==> src/rtl/fir_pkg.sv <==
// Shared constants for the FIR datapath: default widths, accumulator sizing and
// the switch bit indices also used by the AXI register block.
package fir_pkg;

  localparam int FIR_DATA_WIDTH_DEF = 32;
  localparam int MAX_LOG2_DEF       = 8;
  localparam int FIFO_DEPTH_DEF     = 4;
  localparam int DROP_CNT_WIDTH_DEF = 16;

  typedef enum int {
    SWITCH_FIR_EN   = 0,
    SWITCH_DECIM_EN = 1
  } fir_switch_e;

  // One extra bit beyond the block-sum growth keeps the rounding bias in range.
  function automatic int acc_width(input int data_w, input int max_log2);
    return data_w + max_log2 + 1;
  endfunction

endpackage

==> src/rtl/fir_sync_fifo.sv <==
// Single-clock first-word-fall-through FIFO with occupancy output.
// Head reads as zero while empty; a push when full is accepted only alongside a pop.
module fir_sync_fifo #(
  parameter int WIDTH = 32,
  parameter int DEPTH = 4,
  parameter int LVL_W = $clog2(DEPTH) + 1
) (
  input  logic             clk,
  input  logic             rst_n,
  input  logic             push,
  input  logic [WIDTH-1:0] push_data,
  input  logic             pop,
  output logic [WIDTH-1:0] pop_data,
  output logic             empty,
  output logic             full,
  output logic [LVL_W-1:0] level
);

  localparam int AW = $clog2(DEPTH);

  logic [WIDTH-1:0] mem_q [DEPTH];
  logic [AW-1:0]    wr_ptr_q, wr_ptr_d;
  logic [AW-1:0]    rd_ptr_q, rd_ptr_d;
  logic [LVL_W-1:0] level_q, level_d;
  logic             do_push, do_pop;

  always_comb begin
    empty    = (level_q == '0);
    full     = (level_q == LVL_W'(DEPTH));
    do_pop   = pop && !empty;
    do_push  = push && (!full || do_pop);
    wr_ptr_d = do_push ? wr_ptr_q + AW'(1) : wr_ptr_q;
    rd_ptr_d = do_pop  ? rd_ptr_q + AW'(1) : rd_ptr_q;
    case ({do_push, do_pop})
      2'b10:   level_d = level_q + LVL_W'(1);
      2'b01:   level_d = level_q - LVL_W'(1);
      default: level_d = level_q;
    endcase
    pop_data = empty ? '0 : mem_q[rd_ptr_q];
    level    = level_q;
  end

  always_ff @(posedge clk) begin
    if (!rst_n) begin
      wr_ptr_q <= '0;
      rd_ptr_q <= '0;
      level_q  <= '0;
    end else begin
      wr_ptr_q <= wr_ptr_d;
      rd_ptr_q <= rd_ptr_d;
      level_q  <= level_d;
    end
  end

  // When full with a simultaneous pop, wr_ptr equals the slot being vacated.
  always_ff @(posedge clk) begin
    if (do_push) mem_q[wr_ptr_q] <= push_data;
  end

endmodule

==> src/rtl/fir_decim.sv <==
// Boxcar decimator: averages 2^k accepted samples and queues results in a FWFT FIFO.
// Define FIR_DECIM_ROUND_EN to round half up instead of flooring the block average.
module fir_decim
  import fir_pkg::*;
#(
  parameter int FIR_DATA_WIDTH = FIR_DATA_WIDTH_DEF,
  parameter int MAX_LOG2       = MAX_LOG2_DEF,
  parameter int FIFO_DEPTH     = FIFO_DEPTH_DEF,
  parameter int DROP_CNT_WIDTH = DROP_CNT_WIDTH_DEF
) (
  input  logic                             fir_clk,
  input  logic                             fir_aresetn,
  input  logic signed [FIR_DATA_WIDTH-1:0] fir_in,
  input  logic                             in_valid,
  input  logic                             decim_en,
  input  logic        [3:0]                ratio_log2,
  output logic signed [FIR_DATA_WIDTH-1:0] out_data,
  output logic                             out_valid,
  input  logic                             out_ready,
  output logic [$clog2(FIFO_DEPTH):0]      fifo_level,
  output logic [DROP_CNT_WIDTH-1:0]        drop_cnt
);

  localparam int ACC_W = acc_width(FIR_DATA_WIDTH, MAX_LOG2);
  localparam int CNT_W = (MAX_LOG2 > 0) ? MAX_LOG2 : 1;
  localparam int LVL_W = $clog2(FIFO_DEPTH) + 1;

  function automatic logic signed [ACC_W-1:0] round_shift(
    input logic signed [ACC_W-1:0] v,
    input logic        [3:0]       k
  );
`ifdef FIR_DECIM_ROUND_EN
    logic signed [ACC_W-1:0] bias;
    bias = (k == 4'd0) ? '0 : (ACC_W'(1) << (k - 4'd1));
    return (v + bias) >>> k;
`else
    return v >>> k;
`endif
  endfunction

  logic signed [ACC_W-1:0]          acc_q, acc_d, acc_base, sum;
  logic        [CNT_W-1:0]          cnt_q, cnt_d, cnt_base, cnt_last;
  logic        [3:0]                ratio_prev_q, k;
  logic signed [FIR_DATA_WIDTH-1:0] res_reg_q, res_reg_d;
  logic                             res_pend_q, res_pend_d;
  logic        [DROP_CNT_WIDTH-1:0] drop_cnt_q, drop_cnt_d;
  logic                             accept, last, ratio_chg;
  logic                             fifo_empty, fifo_full, pop, drop;
  logic        [LVL_W-1:0]          level;
  logic        [FIR_DATA_WIDTH-1:0] head;

  // Stage 1: accumulate a block; the edge that completes it loads res_reg.
  always_comb begin
    k          = (ratio_log2 > 4'(MAX_LOG2)) ? 4'(MAX_LOG2) : ratio_log2;
    ratio_chg  = (ratio_log2 != ratio_prev_q);
    acc_base   = ratio_chg ? '0 : acc_q;
    cnt_base   = ratio_chg ? '0 : cnt_q;
    sum        = acc_base + {{(ACC_W-FIR_DATA_WIDTH){fir_in[FIR_DATA_WIDTH-1]}}, fir_in};
    cnt_last   = CNT_W'((32'd1 << k) - 32'd1);
    accept     = decim_en && in_valid;
    last       = accept && (cnt_base == cnt_last);
    res_reg_d  = FIR_DATA_WIDTH'(round_shift(sum, k));
    acc_d      = acc_base;
    cnt_d      = cnt_base;
    res_pend_d = 1'b0;
    if (!decim_en) begin
      acc_d = '0;
      cnt_d = '0;
    end else if (last) begin
      acc_d      = '0;
      cnt_d      = '0;
      res_pend_d = 1'b1;
    end else if (accept) begin
      acc_d = sum;
      cnt_d = cnt_base + CNT_W'(1);
    end
  end

  // Stage 2: push the pending result; a full FIFO without a pop drops it.
  always_comb begin
    out_valid  = !fifo_empty;
    pop        = out_valid && out_ready;
    drop       = res_pend_q && fifo_full && !pop;
    drop_cnt_d = (drop && (drop_cnt_q != '1)) ? drop_cnt_q + DROP_CNT_WIDTH'(1) : drop_cnt_q;
    out_data   = head;
    fifo_level = level;
    drop_cnt   = drop_cnt_q;
  end

  always_ff @(posedge fir_clk) begin
    if (!fir_aresetn) begin
      acc_q        <= '0;
      cnt_q        <= '0;
      res_pend_q   <= 1'b0;
      ratio_prev_q <= '0;
      drop_cnt_q   <= '0;
    end else begin
      acc_q        <= acc_d;
      cnt_q        <= cnt_d;
      res_pend_q   <= res_pend_d;
      ratio_prev_q <= ratio_log2;
      drop_cnt_q   <= drop_cnt_d;
    end
  end

  always_ff @(posedge fir_clk) begin
    if (last) res_reg_q <= res_reg_d;
  end

  fir_sync_fifo #(
    .WIDTH (FIR_DATA_WIDTH),
    .DEPTH (FIFO_DEPTH),
    .LVL_W (LVL_W)
  ) u_fifo (
    .clk       (fir_clk),
    .rst_n     (fir_aresetn),
    .push      (res_pend_q),
    .push_data (res_reg_q),
    .pop       (pop),
    .pop_data  (head),
    .empty     (fifo_empty),
    .full      (fifo_full),
    .level     (level)
  );

endmodule

==> config.mk <==
export PLATFORM = sky130hd
export DESIGN_NAME = fir_decim
export DESIGN_NICKNAME = d
export VERILOG_FILES = /design/src/rtl/fir_pkg.sv /design/src/rtl/fir_sync_fifo.sv /design/src/rtl/fir_decim.sv
export SDC_FILE = /design/constraint.sdc
export NUM_CORES = 1
export LEC_CHECK = 0
export ABC_AREA = 0
export BUFFER_PORTS_ARGS = -buffer_cell sky130_fd_sc_hd__buf_2
export CAP_MARGIN = 10
export CORE_MARGIN = 5
export CORE_UTILIZATION = 45
export DETAILED_ROUTE_END_ITERATION = 6
export PLACE_DENSITY = 0.68
export SYNTH_ARGS = -nofsm -noshare
export SYNTH_HDL_FRONTEND = slang
export SYNTH_HIERARCHICAL = 1
export SYNTH_SLANG_ARGS = --single-unit
==> constraint.sdc <==
create_clock -name fir_clk -period 8.44 [get_ports fir_clk]
set_input_delay 1.266 -clock fir_clk [delete_from_list [all_inputs] [get_ports fir_clk]]
set_output_delay 1.266 -clock fir_clk [all_outputs]
set_load 0.005 [all_outputs]
# [Yosys cells after proc, flatten, opt, wreduce, memory -nomap -nowiden]
# Memories as Yosys holds them, arrays and structs flattened. A register that Yosys moved wholly into a read port is not among the register bits.
# Cells that the tools add are included.
[word_totals] reg_bits=109 latchBits=0 ram_bits=128 rom_bits=0 inputBits=41 word_cells=57 memories=1
[memory_table] memory="u_fifo.mem_q" depth=4 word_bits=32 read_ports=1 rd_clocked_by_memory_dff=1 write_ports=1 line="fir_sync_fifo.sv:21" text="logic [WIDTH-1:0] mem_q [DEPTH];"
[op_classes] n_addsub=8 multipliers=0 div_mod_pow=0 n_lt_le_gt_ge=1 eq_ne=6 shifts=2 mux=12 bitwise=2 n_reduce_logical=16
[op_table] operator="41-bit two-way mux" n=2
[op_table] operator="41-bit adder" n=1
[op_table] operator="41-bit by 4-bit >>> shifter with 32-bit output" n=1
[op_table] operator="32-bit two-way mux" n=1
[op_table] operator="16-bit by 1-bit adder with 16-bit output (second input constant)" n=1
[op_table] operator="8-bit two-way mux" n=2
[op_table] operator="16-bit inequality test (second input constant)" n=1
[op_table] operator="8-bit by 1-bit adder with 8-bit output (second input constant)" n=1
[op_table] operator="8-bit equality test" n=1
[op_table] operator="1-bit logical AND" n=8
[op_table] operator="1-bit by 4-bit << shifter with 8-bit output (first input constant)" n=1
[op_table] operator="8-bit by 1-bit subtractor with 8-bit output (second input constant)" n=1
[op_table] operator="3-bit one-hot mux with 2 select lines" n=1
[op_table] operator="2-bit by 1-bit adder with 2-bit output (second input constant)" n=2
[op_table] operator="4-bit > comparator (second input constant)" n=1
[op_table] operator="2-bit two-way mux" n=2
[op_table] operator="4-bit two-way mux" n=1
[op_table] operator="4-bit inequality test" n=1
[op_table] operator="3-bit by 1-bit adder with 3-bit output (second input constant)" n=1
[op_table] operator="3-bit equality test (second input constant)" n=1
[op_table] operator="1-bit zero test" n=3
[op_table] operator="3-bit zero test" n=1
[op_table] operator="1-bit two-way mux" n=3
[op_table] operator="3-bit OR reduction" n=1
[op_table] operator="other kinds (7)" n=8

# [Logic depth before layout (Yosys ltp)]
# Gate-level depths: netlist of run 1.
[logic_depth] word_depth=8 mapped_depth=19

# [By module]
# Netlist of run 1, hierarchy kept.
[modules_own_cells] module="fir_decim" instances=1 cells_each=1122 area_each_um2=8891.0 seq_area_each_um2=2342.2
[modules_own_cells] module="fir_sync_fifo" instances=1 cells_each=270 area_each_um2=5408.9 seq_area_each_um2=4023.9

# [Least setup slack after synthesis of run 1]
# OpenSTA, ideal clock, no wires.
[synth_timing] kind="input to register" from="in ratio_log2[3]" to="reg acc_q[20]" setup_ns=0.116 t_arrival_ns=5.778 path_slack_ns=2.545 path_stages=16 path_buffers=5 cell_sequence="buf_2 > clkbuf_8 > nor2_1 > clkbuf_8 > nand2_1 > ha_1 > nor3_1 > a21oi_1 > o31ai_2 > xnor2_1 > a41oi_1 > nor4_2 > nand3b_1 > buf_4 > buf_4 > a21oi_1"
[synth_between] elab_chain_len=7 word_cells_on_any_way=12 classes_between="2 x add/sub; 1 x order compare; 2 x eq/ne; 1 x shift; 4 x mux; 2 x reduce/logical"
[synth_lines] element="start: declaration" line="fir_decim.sv:16" text="input logic [3:0] ratio_log2,"
[synth_lines] element="4-bit > comparator" line="fir_decim.sv:54" text="k = (ratio_log2 > 4'(MAX_LOG2)) ? 4'(MAX_LOG2) : ratio_log2;"
[synth_lines] element="4-bit two-way mux" line="fir_decim.sv:54"
[synth_lines] element="1-bit by 4-bit << shifter with 8-bit output" line="fir_decim.sv:59" text="cnt_last = CNT_W'((32'd1 << k) - 32'd1);"
[synth_lines] element="8-bit by 1-bit subtractor with 8-bit output" line="fir_decim.sv:59"
[synth_lines] element="8-bit equality test (*)" line="fir_decim.sv:61" text="last = accept && (cnt_base == cnt_last);"
[synth_lines] element="1-bit logical AND (*)" line="fir_decim.sv:61"
[synth_lines] element="via last" line="fir_decim.sv:47" text="logic accept, last, ratio_chg;"
[synth_lines] element="3-bit OR reduction (no line) (*)"
[synth_lines] element="end signal: assignment" line="fir_decim.sv:92" text="acc_q <= '0;"
[synth_lines] element="end signal: assignment" line="fir_decim.sv:98" text="acc_q <= acc_d;"
[synth_lines] element="end: declaration" line="fir_decim.sv:41" text="logic signed [ACC_W-1:0] acc_q, acc_d, acc_base, sum;"
# Mark *: on every way through the listed nets, which the timed path passes. The rest lies on a longest branch.
# A chain may end at the register's enable or synchronous reset.

# [Final worst setup path of run 1]
[layout_timing] from="in ratio_log2[3]" to="reg res_reg_q[14] (data pin)"
[layout_between] elab_chain_len=4 word_cells_on_any_way=6 classes_between="1 x add/sub; 1 x order compare; 1 x eq/ne; 1 x shift; 2 x mux"
[layout_lines] element="4-bit inequality test" line="fir_decim.sv:55" text="ratio_chg = (ratio_log2 != ratio_prev_q);"
[layout_lines] element="41-bit two-way mux" line="fir_decim.sv:56" text="acc_base = ratio_chg ? '0 : acc_q;"
[layout_lines] element="41-bit adder" line="fir_decim.sv:58" text="sum = acc_base + {{(ACC_W-FIR_DATA_WIDTH){fir_in[FIR_DATA_WIDTH-1]}}, fir_in};"
[layout_lines] element="41-bit by 4-bit >>> shifter with 32-bit output (*)" line="fir_decim.sv:37" text="return v >>> k;"
[layout_lines] element="via res_reg_d[14]" line="fir_decim.sv:44" text="logic signed [FIR_DATA_WIDTH-1:0] res_reg_q, res_reg_d;"
[layout_lines] element="end signal: assignment" line="fir_decim.sv:107" text="if (last) res_reg_q <= res_reg_d;"
[layout_lines] element="end: declaration" line="fir_decim.sv:44"
# Marked as above.

==> flow_summary.toml, run 1 <==
[synth]
ys_seq_elements = 238
synth_cells = 1392
synth_common_cells = "187 x nand2_1, 160 x edfxtp_1, 105 x a21oi_1, 91 x nor2_1, 78 x dfxtp_1"
async_flop_share_pct = 0
ys_dominant_reg_cell = "edfxtp_1"
synth_nets = 1482
avgSynthCellArea_sq_um = 10.3
netlist_area_sq_mm = 0.0143
synth_top_cell_by_area = "edfxtp_1"
synth_area_leaders = "edfxtp_1 34%, dfxtp_1 11%, mux4_2 5.8%"
post-synth-top-count-cell = "nand2_1"
synth_top_area_share_pct = 33.6
synth_warnings = 6
seq_area_frac_synth_pct = 44.5
synth-edff-count = 160
synth_cell_type_count = 97

[timing]
fin_crit_sh_pct = 65.5
skew_ns = 0.0175
setup_viol = 0
slew_viol_final = 0
fmax_mhz = 181
relSlewSlack_pct = 36.2
worst_hold_slack_ns = 0.491
tightest_slew_ns = 0.951
final_hold_viol_count = 0
layout_min_cycle_time_ns = 5.53
rsz0062_at_grt = "no"
tns_ns = 0
timing.final.ws_setup_ns = 2.91

[clocking]
numCtsBuffers = 26
cts_tree = "done"
clk-insertion-delay-late_ns = 0.53
clock_path_buffers = 3
clk_pin_slew_ns = 0.06
cts.sinks = 238
root_buffer = "clkbuf_16"
cts_resized = 0
ctsHoldBuffers = 0
cts_setup_buffers = 0
htreeDepth = 1

[global_routing]
grt_usage_pct = 19.5
grt_pass1_vias = 10800
grt_max_degree = 59
antenna_found_initial = 0
grt_pass1_wl_mm = 57.6
grt_overflow = 0

[final_layout]
fillCellCount = 2864
syn_to_final_growth_pct = 9.76
fin_cells = 1862
drive_gt1_share_pct = 16.4
diodes = 0
post-route-util_pct = 49.9
fin_nets = 1531

[placed_design]
dpl.cell_count = 1815
hpwl_mm = 25.0
place_congestion = 0.907
dp_slack_ns = 2.55
place.port_buffers = 92

[worst_hold_path]
hold_end = "drop_cnt[12]"
hp-class = "register to register"
hp-start = "drop_cnt[12]"
min_path_cells = 2

[worst_setup_path]
worst-endpoint-required_ns = 8.84
end_kind = "register"
cp_max_fo = 58
crit_type = "input pin to register"
crit_path_top_delay_cell = "a311oi_1"
r2r_slack_ns = 3.80
reg2reg_from = "ratio_prev_q[1]"
slowest_delay_ns = 0.76
r2r-end = "res_reg_q[14]"
reg2reg_depth = 14
cp_cell_sequence = "buf_2, buf_4, xor2_1, nor4_4, buf_4, and2_1, ha_1, fa_1, a211oi_1, o21ai_0, nand3_1, and3_1, a311oi_1, mux2i_1, a21oi_1, a221o_1"
start_kind = "input pin"
cp.arrival_ns = 5.92
worst_path_most_repeated_cell = "buf_4"

[routing]
wl_mm = 35.4
viasPerCell = 5.99
num_vias = 11200
post_drt_wl_per_cell_microns = 19.0
ant_nets = 0
drcViolationCount = 0
first_pass_iters = 6
drt_iter0_markers = 1303

[die]
die-width_microns = 188
die_area_sq_mm = 0.0354
initial_core_util_pct = 45.4
fp-row-count = 65
io_pins = 93
core_area_sq_mm = 0.0315
fp.dieH_microns = 188

[power]
p_per_area_mw_per_mm2 = 164
vdd_drop_max_uv = 129
leakage_nw = 5.80

[flow_run]
drv_cap = 0

[outcome]
status = "complete, no violations"
worst max-delay path by stage:
stage | startpoint | end
finish | ratio_log2[3] | res_reg_q[14]
global route | ratio_log2[3] | res_reg_q[12]
CTS | ratio_log2[3] | res_reg_q[20]
detailed placement | ratio_log2[3] | res_reg_q[20]
global placement | ratio_log2[3] | res_reg_q[9]
floorplan | ratio_log2[3] | acc_q[20]
state kept, by name, summed over array words and instances (netlist names), named ones only:
name / flops
u_fifo/level: 3
ratio_prev_q: 4
cnt_q: 8
drop_cnt: 16
res_reg_q: 32
acc_q: 40
res_pend_q: 1
u_fifo/mem_q: 128
u_fifo/wr_ptr_q: 2
u_fifo/rd_ptr_q: 2
cells by family after synthesis:
| kind of cell | synth area share (%) |
|---|---|
| simple gates | 18.2 |
| compound gates | 16.0 |
| xor+xnor | 3.48 |
| mux | 8.80 |
| buf+inv | 4.55 |
| fa+ha+maj | 4.39 |
| flops | 44.5 |
cells in the final DEF (no fill, tap or decap), types with 6 or more instances in the layout:
master | synthesis | routed
nor3_1 | 20 | 20
nor4_1 | 7 | 7
clkbuf_16 | 0 | 27
mux2i_1 | 29 | 29
a21o_1 | 12 | 12
nand2_1 | 187 | 187
buf_4 | 4 | 20
inv_1 | 21 | 21
a31oi_1 | 10 | 10
nand4_1 | 20 | 20
nand3_1 | 29 | 29
xnor2_1 | 28 | 28
buf_2 | 25 | 92
o211ai_1 | 16 | 16
a221o_1 | 11 | 11
o21ai_0 | 51 | 51
and3_1 | 10 | 10
or3_1 | 13 | 13
nor3b_1 | 6 | 6
nand2b_1 | 9 | 9
and2_1 | 61 | 61
o221ai_1 | 8 | 8
ha_1 | 47 | 47
edfxtp_1 | 160 | 160
nor2_1 | 91 | 89
mux2_2 | 10 | 10
o21bai_1 | 6 | 6
clkbuf_1 | 35 | 6
o21a_1 | 12 | 12
mux4_2 | 37 | 37
nor2b_1 | 39 | 39
xor2_1 | 27 | 27
a21oi_1 | 105 | 105
o21ai_1 | 7 | 7
a211oi_1 | 15 | 15
dfxtp_1 | 78 | 77
where the power goes:
group	switching, mW	total, mW	internal (mW)
logic	0.156	0.240	0.0836
registers	0.00116	1.24	1.24
clock network	0.446	1.09	0.646
total	0.603	2.57	1.97
routing by layer:
metal	GRT usage, %	wire (microns)	up-vias
met4	4.80	791	0
met5	0	0	-
met3	2.98	2320	74
met2	31.1	16000	422
li1	-	-	5267
met1	28.1	16300	5391
cell type report:
type	count	area [sq um]	area share (%)
Clock buffer	33	698	4.45
Sequential cell	238	6370	40.6
Clock inverter	14	134	0.853
Tap cell	402	503	3.20
Multi-Input combinational cell	1040	7300	46.5
Timing Repair Buffer	112	611	3.89
Inverter	23	86.3	0.550
through the flow:
step / power (mW) / cell area, sq um
finish: 2.57 / 15700
global route: 2.67 / 15700
CTS: 2.60 / 15700
detailed placement: 1.50 / 14900
global placement: 1.50 / 14900
floorplan: 1.44 / 14300
critical path: cells and delay by family:
family	cells	cell delay, ns
XOR/XNOR	1	0.18
AND/OR/NAND/NOR	4	0.98
multiplexers	1	0.22
adder cells (fa/ha/maj)	2	0.41
AO/OA/AOI/OAI	5	1.88
buffers and inverters	3	0.95
Note: power is estimated with default switching activity, not from simulation.
==> run 2: changes to the inputs <==
--- a/config.mk
+++ b/config.mk
@@ -11,7 +11,7 @@
 export CORE_MARGIN = 5
 export CORE_UTILIZATION = 45
 export DETAILED_ROUTE_END_ITERATION = 6
-export PLACE_DENSITY = 0.68
+export PLACE_DENSITY = 0.71
 export SYNTH_ARGS = -nofsm -noshare
 export SYNTH_HDL_FRONTEND = slang
 export SYNTH_HIERARCHICAL = 1
==> constraint.sdc (replaced) <==
create_clock -name fir_clk -period 5.05 [get_ports fir_clk]
set_input_delay 0.7575 -clock fir_clk [delete_from_list [all_inputs] [get_ports fir_clk]]
set_output_delay 0.7575 -clock fir_clk [all_outputs]
set_load 0.005 [all_outputs]
==> flow_summary.toml, run 2 (synthesized netlist as in run 1, its figures left out) <==
[outcome]
status = "complete, no violations"

[timing]
slew_viol_final = 0
setup_viol = 0
fmax_mhz = 238
fin_crit_sh_pct = 83.4
rsz0062_at_grt = "no"
layout_min_cycle_time_ns = 4.21
final_hold_viol_count = 0
tns_ns = 0
relSlewSlack_pct = 47.8
skew_ns = 0.0145
tightest_slew_ns = 0.782

[worst_setup_path]
cp.arrival_ns = 4.51
cp_max_fo = 45
worst_path_most_repeated_cell = "buf_4"
cp_cell_sequence = "xor2_1, nor4_4, buf_12, buf_4, and2_1, ha_1, buf_4, o21ai_0, o21ai_0, a211oi_1, o31a_1, o311ai_0, a311oi_1, buf_4, mux2i_1, o21bai_1, o211ai_1"
crit_path_top_delay_cell = "a311oi_1"
crit_type = "register to register"
worst-endpoint-required_ns = 5.35
slowest_delay_ns = 0.44
end_kind = "register"
start_kind = "register"

[die]
io_pins = 93
initial_core_util_pct = 45.4
die-width_microns = 188
die_area_sq_mm = 0.0354
fp.dieH_microns = 188
core_area_sq_mm = 0.0315
fp-row-count = 65

[routing]
first_pass_iters = 6
ant_nets = 0
viasPerCell = 5.85
post_drt_wl_per_cell_microns = 18.8
drcViolationCount = 0
wl_mm = 35.9
num_vias = 11200
drt_iter0_markers = 1125

[clocking]
htreeDepth = 1
clk-insertion-delay-late_ns = 0.56
root_buffer = "clkbuf_16"
cts_tree = "done"
cts.sinks = 238
clock_path_buffers = 3
cts_resized = 0
ctsHoldBuffers = 0
clk_pin_slew_ns = 0.06
numCtsBuffers = 28
cts_setup_buffers = 0

[power]
p_switching_mw = 1.08
intPower_mw = 3.41
vdd_drop_max_uv = 241
p_clk_share_pct = 44.5
p_per_area_mw_per_mm2 = 279
swShare_pct = 24.1
p_comb_share_pct = 9.3
leakage_nw = 6.05
seqPwrFrac_pct = 46.1

[flow_run]
drv_cap = 0

[final_layout]
drive_gt1_share_pct = 18.9
syn_to_final_growth_pct = 12.6
largestRegisters = "u_fifo/mem_q (128), acc_q (40), res_reg_q (32)"
largest_reg_flops = 128
fin_cells = 1905
post-route-util_pct = 51.2
fillCellCount = 2796
top_register = "u_fifo/mem_q"
mostFrequentLayoutCell = "nand2_1"
diodes = 0
final_cell_mix = "187 x nand2_1, 160 x edfxtp_1, 105 x a21oi_1, 92 x buf_2, 89 x nor2_1"
fin_nets = 1572

[global_routing]
grt_overflow = 0
grt_pass1_wl_mm = 57.8
grt_pass1_vias = 10700
grt_usage_pct = 19.8
grt_max_degree = 49
antenna_found_initial = 0

[placed_design]
place_congestion = 0.885
place.port_buffers = 92
dpl.cell_count = 1854
hpwl_mm = 25.6

[worst_hold_path]
hp-class = "register to register"
==> run 2: changes by cell type in the layout (fill, tap and decap cells not counted) <==
cell / delta
buf_4: +38
clkbuf_1: -4
clkinv_2: +3
clkinvlp_2: -3
clkinv_1: +2
buf_12: +1
bufinv_16: +1
clkbuf_16: +1
clkinv_16: +1
clkinvlp_4: +1
inv_6: +1
inv_8: +1
==> run 2: area by class of cell <==
class,instances,area (sq um),share of cell area (%)
multi-input cells,1040,7300,45.3
flip-flops and latches,238,6370,39.5
repair buffers,151,916,5.69
clock buffers,30,708,4.40
well taps,402,503,3.12
clock inverters,21,229,1.42
inverters,23,86.3,0.536
==> run 2: per-layer routing <==
layer | wire length [microns] | vias up | track usage, %
met5 | 0 | - | 0
met4 | 824 | 0 | 5.39
met3 | 2170 | 56 | 3.02
met2 | 16600 | 385 | 31.6
met1 | 16300 | 5345 | 28.3
li1 | - | 5365 | -
==> run 2: worst paths after layout <==
| check | startpoint | to | slack, ns | cells after the start |
|---|---|---|---|---|
| min | drop_cnt[10] | drop_cnt[10] | 0.50 | 2 |
| min reg2reg | drop_cnt[10] | drop_cnt[10] | 0.50 | 2 |
| max reg2reg | ratio_prev_q[1] | res_reg_q[30] | 0.84 | 17 |
| max | ratio_prev_q[1] | res_reg_q[30] | 0.84 | 17 |
==> run 2: worst max-delay path, delay by kind of cell, from the launching register on <==
| family | cells | cell delay [ns] |
|---|---|---|
| compound gates | 8 | 1.69 |
| fa+ha+maj | 1 | 0.25 |
| mux | 1 | 0.07 |
| xor+xnor | 1 | 0.18 |
| flops | 1 | 0.31 |
| simple gates | 2 | 0.54 |
| buf+inv | 4 | 0.88 |
==> run 2: power by group through the flow <==
stage	clock network, mW	registers [mW]	logic [mW]
floorplan	0	2.11	0.294
global placement	0	2.11	0.408
detailed placement	0	2.11	0.409
CTS	2.05	2.07	0.411
global route	2.14	2.07	0.454
finish	2.00	2.07	0.419
==> run 2: per-stage QoR <==
step / instance area (sq um) / total power, mW / setup slack, ns / hold WS, ns
final: 16100 / 4.49 / 0.840 / 0.495
after global routing: 16100 / 4.66 / 0.617 / 0.509
after CTS: 16100 / 4.54 / 0.891 / 0.487
after detailed placement: 15200 / 2.52 / 0.374 / 0.489
after global placement: 15200 / 2.52 / 0.413 / 0.471
after floorplan: 14300 / 2.41 / 0.197 / 0.459
==> run 3: changes to the inputs <==
==> constraint.sdc (replaced) <==
create_clock -name fir_clk -period 3.45 [get_ports fir_clk]
set_input_delay 0.5175 -clock fir_clk [delete_from_list [all_inputs] [get_ports fir_clk]]
set_output_delay 0.5175 -clock fir_clk [all_outputs]
set_load 0.005 [all_outputs]
==> flow_summary.toml, run 3 (synthesized netlist as in run 1, its figures left out) <==
[outcome]
status = "finished, violations left"
violations = "setup timing"

[worst_setup_path]
cp_max_fo = 4
cp_cell_sequence = "xor2_2, nor4_4, buf_12, buf_12, buf_16, buf_12, and2_4, ha_4, a21o_1, a21oi_4, a211o_4, a2111oi_4, o21a_1, nor2_1, mux4_2, a22o_1, a21o_1"
crit_family = "compound AO/OA/AOI/OAI gates"
cp.arrival_ns = 4.24
crit_path_top_delay_cell = "mux4_2"
end_kind = "register"
worst-endpoint-required_ns = 3.76
reg2reg_depth = 17
crit_cells = 17
r2r_slack_ns = -0.48
start_kind = "register"
crit_type = "register to register"
path_buf_inv = 4
worst_path_most_repeated_cell = "buf_12"
slowest_delay_ns = 0.49

[placed_design]
place_congestion = 0.957
dpl.cell_count = 2043
place.port_buffers = 92
hpwl_mm = 28.2

[flow_run]
drv_cap = 0

[die]
core_area_sq_mm = 0.0315
die_area_sq_mm = 0.0354
fp.dieH_microns = 188
io_pins = 93
die-width_microns = 188
fp-row-count = 65
initial_core_util_pct = 45.4

[global_routing]
grt_overflow = 0
antenna_found_initial = 0
grt_max_degree = 49
grt_pass1_vias = 12200
grt_pass1_wl_mm = 65.7
grt_usage_pct = 22.7

[final_layout]
regArea_sq_mm = 0.00637
mostFrequentLayoutCell = "buf_4"
fillCellCount = 2366
post-route-util_pct = 63.3
multi_input_area_sq_mm = 0.00903
drive_gt1_share_pct = 44.0
syn_to_final_growth_pct = 39.2
final_cell_mix = "269 x buf_4, 174 x nand2_1, 160 x edfxtp_1, 92 x buf_2, 83 x nor2_1"
top_register = "u_fifo/mem_q"
fin_cells = 2155
largest_reg_flops = 128
diodes = 0
largestRegisters = "u_fifo/mem_q (128), acc_q (40), res_reg_q (32)"
fin_nets = 1823

[worst_hold_path]
min_path_cells = 2
hp-class = "input pin to register"

[timing]
tightest_slew_ns = 0.680
relSlewSlack_pct = 54.4
slew_viol_final = 0
final_hold_viol_count = 0
fin_crit_sh_pct = 114
worst_hold_slack_ns = 0.333
setup_viol = 40
timing.final.ws_setup_ns = -0.481
skew_ns = 0.0265
rsz0062_at_grt = "yes"
layout_min_cycle_time_ns = 3.93
fmax_mhz = 254

[power]
p_per_area_mw_per_mm2 = 337
vdd_drop_max_uv = 375
leakage_nw = 7.63

[routing]
drcViolationCount = 0
ant_nets = 0
drt_iter0_markers = 1187
first_pass_iters = 7
wl_mm = 43.3
num_vias = 12500
viasPerCell = 5.81
post_drt_wl_per_cell_microns = 20.1

[clocking]
numCtsBuffers = 26
cts_tree = "done"
clock_path_buffers = 3
clk_pin_slew_ns = 0.06
htreeDepth = 1
ctsHoldBuffers = 0
root_buffer = "clkbuf_16"
clk-insertion-delay-late_ns = 0.56
cts.sinks = 238
run 3: cell types whose count changed in the layout (fill, tap and decap cells not counted), sizes merged:
cell      delta
a21oi        +1
buf        +251
bufinv       -1
clkinv       -3
clkinvlp     +3
inv          -1
run 3: layout make-up:
type | count | share of cell area, %
multi-input combinational | 1041 | 45.4
sequential | 238 | 32.0
clock inverter | 19 | 0.874
tap | 402 | 2.53
timing repair buffer | 403 | 15.5
inverter | 23 | 0.434
clock buffer | 29 | 3.32
run 3: worst paths after layout:
| path | endpoint | start |
|---|---|---|
| setup / recovery | res_reg_q[20] | ratio_prev_q[1] |
| hold / removal | res_pend_q | decim_en |
| setup reg to reg | res_reg_q[20] | ratio_prev_q[1] |
| hold reg to reg | u_fifo/mem_q[2][27] | res_reg_q[27] |
run 3: per-layer routing:
metal	wire length, microns	vias up	GRT usage, %
met1	18300	6086	30.9
met3	2680	110	3.43
met5	0	-	0
met4	1590	0	7.82
met2	20700	455	37.5
li1	-	5860	-
run 3: timing repair:
| item | CTS | global route |
|---|---|---|
| cloned | 4 | 1 |
| setup buffers | 27 | 38 |
| resized for setup | 157 | 174 |
| pin swaps | 46 | 62 |
| setup endpoints to repair | 45 | 50 |
run 3: metrics by stage:
step	instance area [sq um]	power [mW]	setup TNS [ns]	worst slack [ns]
after floorplan	14600	3.55	-44.52	-0.700
after global placement	16800	3.83	-28.49	-0.829
after detailed placement	16800	3.84	-29.66	-0.836
after CTS	18700	6.65	-10.98	-0.407
after global routing	19900	6.94	-17.23	-0.590
final	19900	6.71	-12.16	-0.481
run 3: where the power goes:
group | leakage (nW) | internal [mW] | switching [mW] | total, mW
combinational | 5.16 | 0.443 | 0.521 | 0.964
sequential | 2.08 | 3.03 | 0.00426 | 3.04
clock | 0.390 | 1.54 | 1.17 | 2.72
